===== src/rtl/io_bridge.sv =====
// rtl/io_bridge.sv - memory-mapped output latches and debounced inputs with sticky change flags
module io_bridge #(
  parameter int DATA_W   = 32,
  parameter int IN_CH    = 2,
  parameter int OUT_CH   = 2,
  parameter int CH_W     = 8,
  parameter int DEBOUNCE = 4
) (
  input  logic                   clk,
  input  logic                   rst,
  input  logic                   re,
  input  logic                   we,
  input  logic [31:0]            addr,
  input  logic [DATA_W-1:0]      di,
  output logic [DATA_W-1:0]      data,
  input  logic [IN_CH*CH_W-1:0]  pins_in,
  output logic [OUT_CH*CH_W-1:0] pins_out
);

  localparam int              CNT_W      = $clog2(DEBOUNCE + 1);
  localparam logic [CNT_W-1:0] CNT_LAST  = CNT_W'(DEBOUNCE - 1);
  localparam logic [5:0]      IN_BASE    = 6'd16;
  localparam logic [5:0]      STATUS_OFF = 6'd32;

  logic [5:0]       k;
  logic             status_rd;
  logic             unused_bits;

  logic [CH_W-1:0]  out_reg [OUT_CH];
  logic [CH_W-1:0]  s1      [IN_CH];
  logic [CH_W-1:0]  s2      [IN_CH];
  logic [CH_W-1:0]  deb     [IN_CH];
  logic [CNT_W-1:0] cnt     [IN_CH];
  logic [IN_CH-1:0] flags;
  logic [IN_CH-1:0] flag_set;

  assign k           = addr[7:2];
  assign status_rd   = re && (k == STATUS_OFF);
  assign unused_bits = ^{addr[31:8], addr[1:0], di};

  // A flag fires on exactly the edge where the debounced value takes the new s2.
  always_comb begin
    flag_set = '0;
    for (int i = 0; i < IN_CH; i++) begin
      flag_set[i] = (s2[i] != deb[i]) && (cnt[i] == CNT_LAST);
    end
  end

  always_ff @(posedge clk or posedge rst) begin
    if (rst) begin
      for (int i = 0; i < IN_CH; i++) begin
        s1[i]  <= '0;
        s2[i]  <= '0;
        deb[i] <= '0;
        cnt[i] <= '0;
      end
      flags <= '0;
    end else begin
      for (int i = 0; i < IN_CH; i++) begin
        s1[i] <= pins_in[i*CH_W +: CH_W];
        s2[i] <= s1[i];
        if (s2[i] == deb[i]) begin
          cnt[i] <= '0;
        end else if (flag_set[i]) begin
          deb[i] <= s2[i];
          cnt[i] <= '0;
        end else begin
          cnt[i] <= cnt[i] + 1'b1;
        end
      end
      // Set wins over the clear-on-read of the same edge.
      flags <= (status_rd ? '0 : flags) | flag_set;
    end
  end

  always_ff @(posedge clk or posedge rst) begin
    if (rst) begin
      for (int i = 0; i < OUT_CH; i++) begin
        out_reg[i] <= '0;
      end
    end else if (we) begin
      for (int i = 0; i < OUT_CH; i++) begin
        if (k == 6'(i)) begin
          out_reg[i] <= di[CH_W-1:0];
        end
      end
    end
  end

  always_comb begin
    data = '0;
    if (re) begin
      for (int i = 0; i < OUT_CH; i++) begin
        if (k == 6'(i)) data = DATA_W'(out_reg[i]);
      end
      for (int i = 0; i < IN_CH; i++) begin
        if (k == IN_BASE + 6'(i)) data = DATA_W'(deb[i]);
      end
      if (status_rd) data = DATA_W'(flags);
    end
  end

  for (genvar g = 0; g < OUT_CH; g++) begin : g_pins_out
    assign pins_out[g*CH_W +: CH_W] = out_reg[g];
  end

endmodule


===== config.mk =====
export PLATFORM = sky130hd
export DESIGN_NAME = io_bridge
export DESIGN_NICKNAME = d
export VERILOG_FILES = /design/src/rtl/io_bridge.sv
export SDC_FILE = /design/constraint.sdc
export NUM_CORES = 1
export LEC_CHECK = 0
export CAP_MARGIN = 20
export CORE_AREA = 2 2 91 93
export CTS_BUF_LIST = sky130_fd_sc_hd__clkbuf_8
export CTS_CLUSTER_DIAMETER = 150
export CTS_CLUSTER_SIZE = 40
export DETAILED_ROUTE_END_ITERATION = 10
export DIE_AREA = 0 0 93 95
export DONT_BUFFER_PORTS = 1
export PLACE_DENSITY_LB_ADDON = 0.25
export SLEW_MARGIN = 20
export SYNTH_ARGS = -nofsm -noshare
export SYNTH_HDL_FRONTEND = slang
export SYNTH_SLANG_ARGS = --single-unit

===== constraint.sdc =====
create_clock -name clk -period 4 [get_ports clk]
set_input_delay 0.8 -clock clk [delete_from_list [all_inputs] [get_ports clk]]
set_output_delay 0.8 -clock clk [all_outputs]
set_load 0.03 [all_outputs]

# --- Word level (Yosys, flattened, before mapping) ---
# Cells that the tools add are included.
word_totals:
  ff_bits: 72
  out_inout_bits: 48
  word_cells: 45
op_classes:
  mux: 11
  bitwise: 3
  addsub: 2
  reduce_logical: 8
  n_eq_ne: 10
ops:
  columns: ["op", "n"]
  rows:
  - ["32-bit two-way mux", 5]
  - ["8-bit equality test", 2]
  - ["8-bit inequality test", 2]
  - ["6-bit by 5-bit equality test with 1-bit output, second input constant", 2]
  - ["3-bit two-way mux", 4]
  - ["8-bit two-way mux", 1]
  - ["2-bit AND reduction", 4]
  - ["3-bit by 1-bit adder with 3-bit output, second input constant", 2]
  - ["3-bit by 2-bit equality test with 1-bit output, second input constant", 2]
  - ["6-bit by 1-bit equality test with 1-bit output, second input constant", 1]
  - ["6-bit equality test, second input constant", 1]
  - ["6-bit zero test", 1]
  - ["1-bit logical AND", 3]
  - ["2-bit two-way mux", 1]
  - ["1-bit NOT", 2]
  - ["2-bit OR", 1]

# --- Logic depth before layout (Yosys ltp) ---
# Gate-level depths: netlist of the first run.
depth:
  depth_word: 7
  depth_mapped: 5

# --- Worst setup path after synthesis of the first run ---
# Ideal clock, no wire load.
synth_timing:
  kind: "input port to output port"
  startpoint: "input port addr[3]"
  endpoint: "output port data[2]"
  t_arrival_ns: 2.132
  required_time_ns: 3.200
  cell_stages: 3
  setup_slack_ns: 1.068
  cell_sequence: "nor4_4 -> nand2_1 -> nor3_1"
synth_between:
  elab_chain_len: 7
  word_cells_on_any_way: 12
  cone_classes: "4 x eq/ne; 6 x mux; 2 x reduce/logical"
synth_lines:
  columns: ["element", "line_no", "source"]
  rows:
  - ["start: declaration", "13", "input logic [31:0] addr,"]
  - ["6-bit zero test", "94", "if (k == 6'(i)) data = DATA_W'(out_reg[i]);"]
  - ["8-bit two-way mux", "94", null]
  - ["32-bit two-way mux", "94", null]
  - ["32-bit two-way mux (2 in series)", "97", "if (k == IN_BASE + 6'(i)) data = DATA_W'(deb[i]);"]
  - ["32-bit two-way mux (*)", "99", "if (status_rd) data = DATA_W'(flags);"]
  - ["32-bit two-way mux (*)", "92", "if (re) begin"]
  - ["end: declaration", "15", "output logic [DATA_W-1:0] data,"]
# Mark *: on every way between the ends. The rest lies on a longest branch, timed or not.

# --- Final worst setup path of the first run ---
layout_timing:
  startpoint: "input port addr[3]"
  endpoint: "output port data[1]"
# The elaborated chain is that of the path after synthesis.

==> results of run 1 <==
==> cell usage after synthesis <==
cell type	n	area share
dfrtp_1	72	0.59
buf_4	24	0.059
mux2_2	22	0.081
mux2_4	16	0.078
xor2_1	16	0.046
nor3_1	9	0.015
nor2_1	7	0.0086
o22ai_1	6	0.012
nor3b_1	4	0.0098
nor4_2	4	0.016
nor2b_1	3	0.0061
a21boi_4	2	0.012
a21oi_1	2	0.0033
a22oi_1	2	0.0049
ha_1	2	0.0081
mux2i_1	2	0.0065
nand3_1	2	0.0033
nand3_2	2	0.0065
o21ai_0	2	0.0033
o2bb2ai_1	2	0.0057
a21o_1	1	0.0024
a21o_2	1	0.0029
and2_1	1	0.0020
and2_2	1	0.0024
and3_1	1	0.0020
buf_2	1	0.0016
clkbuf_1	1	0.0012
conb_1	1	0.0012
inv_1	1	0.0012
nand2_1	1	0.0012
nand2b_1	1	0.0020
nand4_1	1	0.0020
nor4_4	1	0.0069
==> sequential cells by signal (all words and copies together) (netlist names) <==
signal and flops:
deb 16, flags 2, cnt 6, s2 16, s1 16, pins_out 16
==> where the power goes <==
part	internal (mW)	switching, mW
Clock	0.410	0.264
Combinational	0.0719	0.0828
Sequential	0.784	0.0936
Total	1.27	0.440
==> logic make-up (layout without fill, tap and decap cells) <==
family	Yosys count	after routing	synth area share
and+or+nand+nor	38	38	0.08388
xor gates and xnor gates	16	16	0.04560
muxes	40	40	0.1653
other	1	24	0.001220
adders and majority gates	2	2	0.008142
AOI/OAI and AO/OA	18	18	0.04683
buffers and inverters	27	24	0.06270
DFF	72	72	0.5863
==> area by class of cell <==
cell class | instances | area, sq um | share of cell area
sequential | 72 | 1802 | 0.5316
multi-input combinational | 138 | 1165 | 0.3437
inverter | 1 | 3.754 | 0.001107
tap | 105 | 131.4 | 0.03876
clock buffer | 9 | 123.9 | 0.03654
clock inverter | 7 | 111.4 | 0.03285
timing repair buffer | 7 | 52.55 | 0.01550
==> critical path: stages <==
cell and delay [ns]:
nor4_4 0.46, and3_1 0.25, a22oi_1 0.09, a21oi_1 0.58
==> routing by layer <==
metal  share of wire  track usage  routed length, um
met4           0.018      0.06250                 99
met1            0.43       0.1659               2319
met2            0.46       0.1932               2478
met5               0            0                  0
met3           0.085      0.05906                456
==> path summary, 6_finish.rpt <==
| kind | slack, ns | cells past startpoint | endpoint | startpoint |
|---|---|---|---|---|
| setup / recovery | 1.03 | 4 | data[1] | addr[3] |
| hold / removal | 0.34 | 0 | s2[12]$_DFF_PP0_ | s1[12]$_DFF_PP0_ |
| setup reg to reg | 2.30 | 4 | deb[13]$_DFFE_PP0P_ | deb[15]$_DFFE_PP0P_ |
| hold reg to reg | 0.34 | 0 | s2[12]$_DFF_PP0_ | s1[12]$_DFF_PP0_ |
| max in group asynchronous | 2.60 | 2 | s1[12]$_DFF_PP0_ | rst |
| min in group asynchronous | 0.44 | 1 | s2[5]$_DFF_PP0_ | rst |
==> stage by stage <==
stage	power [mW]	setup slack [ns]	cells	utilization	area, sq um
after CTS	1.741	1.029	339	0.4276	3390
after global placement	1.047	1.043	323	0.3979	3154
final	1.706	1.035	339	0.4276	3390
after floorplan	1.037	1.068	237	-	3159
after detailed placement	1.051	1.036	323	0.3979	3154
after global routing	1.788	0.9333	339	0.4276	3390
==> flow_summary.toml, run 1 <==
[cts]
cts_tree = "yes"
holdBufCountCts = 0
cts_num_sinks = 72
worstSkewPairLatency_ns = 0.34
htree_num_levels = 3
clockBufferDepth = 2
clk_pin_slew_ns = 0.08
cts-root-buf = "clkbuf_8"
cts_inserted_buffers = 9
cts_setup_buffers = 0
cts-resized-gates = 0

[final_layout]
area_growth_pct = 10.30
diodes = 0
nFillCells = 751
final_common_cell = "dfrtp_1"
drive_gt1_frac = 0.3077
final_nets = 315
layout_common_cells = "dfrtp_1, conb_1, mux2_2"

[grt]
grt_max_degree = 41
grt_pass1_vias = 1654
grt_pass1_wl_um = 8549
antenna_found_initial = 0
overflow = 0
grtUsageTotal = 0.1315

[flow_run]
maxCapViolCount = 0

[synthesis]
synth-seq-cells = 72
yosys_warnings = 0
synth_cell_types = 33
synth_cells = 214
synth_area_sq_um = 3073
synth.avg_cell_area_sq_um = 14.36
ys_seq_area_frac = 0.5863

[sta]
slew_viol_final = 0
worstMarginPinSlew_ns = 0.6896
period_minus_slack_ns = 2.965
tns_ns = 0
hold_viol = 0
final-setup-viol-count = 0
maxSlewHeadroom = 0.5396
fin_crit_sh = 0.7414
fmax_ghz = 0.3372
rsz0062_at_grt = "no"
finalClockSkew_ns = 0.006868
holdWs_ns = 0.3437

[routing]
drt_iter0_drc = 58
wirelength_um = 5353
via_per_inst = 4.673
post_drt_wl_per_cell_um = 15.79
drt_first_pass_iters = 4
vias = 1584
ant_nets = 0
drc = 0

[placement]
port_buffers = 0
place_congestion = 0.6945
hpwl_um = 3916

[floorplan]
die_w_um = 93
start_util = 0.3876
ioPinCount = 132
core.rowCount = 33
core-area_sq_um = 7928
fp.dieH_um = 95
die-area_sq_um = 8835

[power]
vdd_drop_max_uv = 215.8
leakagePower_nw = 1.540
power_density_nw_per_um2 = 503.4

[critical_path]
critPathMaxFanout = 7
required_ns = 3.20
path_class = "in2out"
critPathCaptureType = "output port"
critPathLaunchType = "primary input"
worstPathArrival_ns = 2.17

[hold_path]
min_path_type = "reg2reg"

[run_status]
outcome = "completed"
Power figures use the tool's default switching activity.
==> run 2: changes to the inputs <==
clock period = 2.9 ns   (was 4 ns; I/O delays follow)
==> flow_summary.toml, run 2 (same netlist as run 1, synthesis figures left out) <==
[sta]
fmax_ghz = 0.4209
worstMarginPinSlew_ns = 0.6007
hold_viol = 0
period_minus_slack_ns = 2.376
rsz0062_at_grt = "no"
final-setup-viol-count = 0
finalClockSkew_ns = 0.007124
fin_crit_sh = 0.8192
tns_ns = 0
maxSlewHeadroom = 0.5989
slew_viol_final = 0

[placement]
place_congestion = 0.7047
port_buffers = 0
hpwl_um = 3984

[final_layout]
drive_gt1_frac = 0.3165
final_common_cell = "dfrtp_1"
seqCellArea_sq_um = 1802
layout_common_cells = "dfrtp_1, conb_1, mux2_2"
final_nets = 318
multi_input_area_sq_um = 1165
diodes = 0
area_growth_pct = 10.91
nFillCells = 738

[cts]
cts_inserted_buffers = 9
cts_setup_buffers = 0
cts-resized-gates = 0
htree_num_levels = 3
cts_num_sinks = 72
cts_tree = "yes"
worstSkewPairLatency_ns = 0.34
cts-root-buf = "clkbuf_8"
clk_pin_slew_ns = 0.07
clockBufferDepth = 2
holdBufCountCts = 0

[hold_path]
min_path_type = "in2async"

[flow_run]
maxCapViolCount = 0

[floorplan]
die-area_sq_um = 8835
core-area_sq_um = 7928
ioPinCount = 132
fp.dieH_um = 95
core.rowCount = 33
die_w_um = 93
start_util = 0.3876

[routing]
ant_nets = 0
drc = 0
wirelength_um = 5395
post_drt_wl_per_cell_um = 15.77
drt_first_pass_iters = 4
via_per_inst = 4.670
vias = 1597
drt_iter0_drc = 31

[power]
power_density_nw_per_um2 = 677.8
power_mw = 2.310
leakagePower_nw = 1.553
vdd_drop_max_uv = 415.3

[critical_path]
rr_worst_depth = 4
crit_chain = "nor4_4, nand2_1, nor3_1, buf_4"
critPathLaunchType = "primary input"
crit_buf_inv = 1
required_ns = 2.32
critPathMaxFanout = 7
critPathTopFamily = "simple AND/OR/NAND/NOR gates"
critPathCaptureType = "output port"
slowest_stage = "nor4_4"
worstPathArrival_ns = 1.80
path_class = "in2out"
critPathMaxStageDelay_ns = 0.45
rrSetupSlack_ns = 1.19
cp_num_cells = 4

[grt]
antenna_found_initial = 0
grt_max_degree = 31
grt_pass1_wl_um = 8790
grt_pass1_vias = 1735
overflow = 0
grtUsageTotal = 0.1356

[run_status]
outcome = "completed"
run 2: power breakdown:
group	leakage, nW	total (mW)	internal, mW	switching [mW]
sequential	0.875	1.21	1.08	0.128
clock	0.117	0.884	0.530	0.354
combinational	0.561	0.216	0.101	0.116
total	1.55	2.31	1.71	0.598
run 2: worst register-to-register path: stages (launching register included):
cell and delay, ns:
dfrtp_1 0.41, xor2_1 0.18, nor4_2 0.44, a21boi_4 0.22, mux2_4 0.34
run 2: final timing paths:
| check | from | to |
|---|---|---|
| worst max-delay path | addr[3] | data[4] |
| worst min-delay path | rst | s2[5]$_DFF_PP0_ |
| worst max register to register | deb[15]$_DFFE_PP0P_ | deb[14]$_DFFE_PP0P_ |
| worst min register to register | s1[9]$_DFF_PP0_ | s2[9]$_DFF_PP0_ |
| max in group asynchronous | rst | cnt[5]$_DFF_PP0_ |
| min in group clk | pins_in[14] | s1[6]$_DFF_PP0_ |
run 2: layout make-up:
cell class | instances | area share
sequential | 72 | 0.5286
multi-input combinational | 138 | 0.3418
clock buffer | 11 | 0.04442
tap | 105 | 0.03855
clock inverter | 5 | 0.02349
timing repair buffer | 10 | 0.02203
inverter | 1 | 0.001101
run 2: metrics by stage:
step / setup WS (ns) / hold WS (ns) / instance area (sq um) / util / instances
after floorplan: 0.4077 / 0.3312 / 3159 / - / 237
after global placement: 0.4748 / 0.3346 / 3177 / 0.4007 / 326
after detailed placement: 0.4649 / 0.3347 / 3177 / 0.4007 / 326
after CTS: 0.4640 / 0.1863 / 3408 / 0.4299 / 342
after global routing: 0.3803 / 0.2184 / 3408 / 0.4299 / 342
final: 0.5242 / 0.1859 / 3408 / 0.4299 / 342
run 2: per-layer routing:
| layer | global-route usage | part of all wire |
|---|---|---|
| met1 | 0.1673 | 0.42 |
| met2 | 0.2107 | 0.47 |
| met3 | 0.06464 | 0.087 |
| met4 | 0.04412 | 0.014 |
| met5 | 0 | 0 |
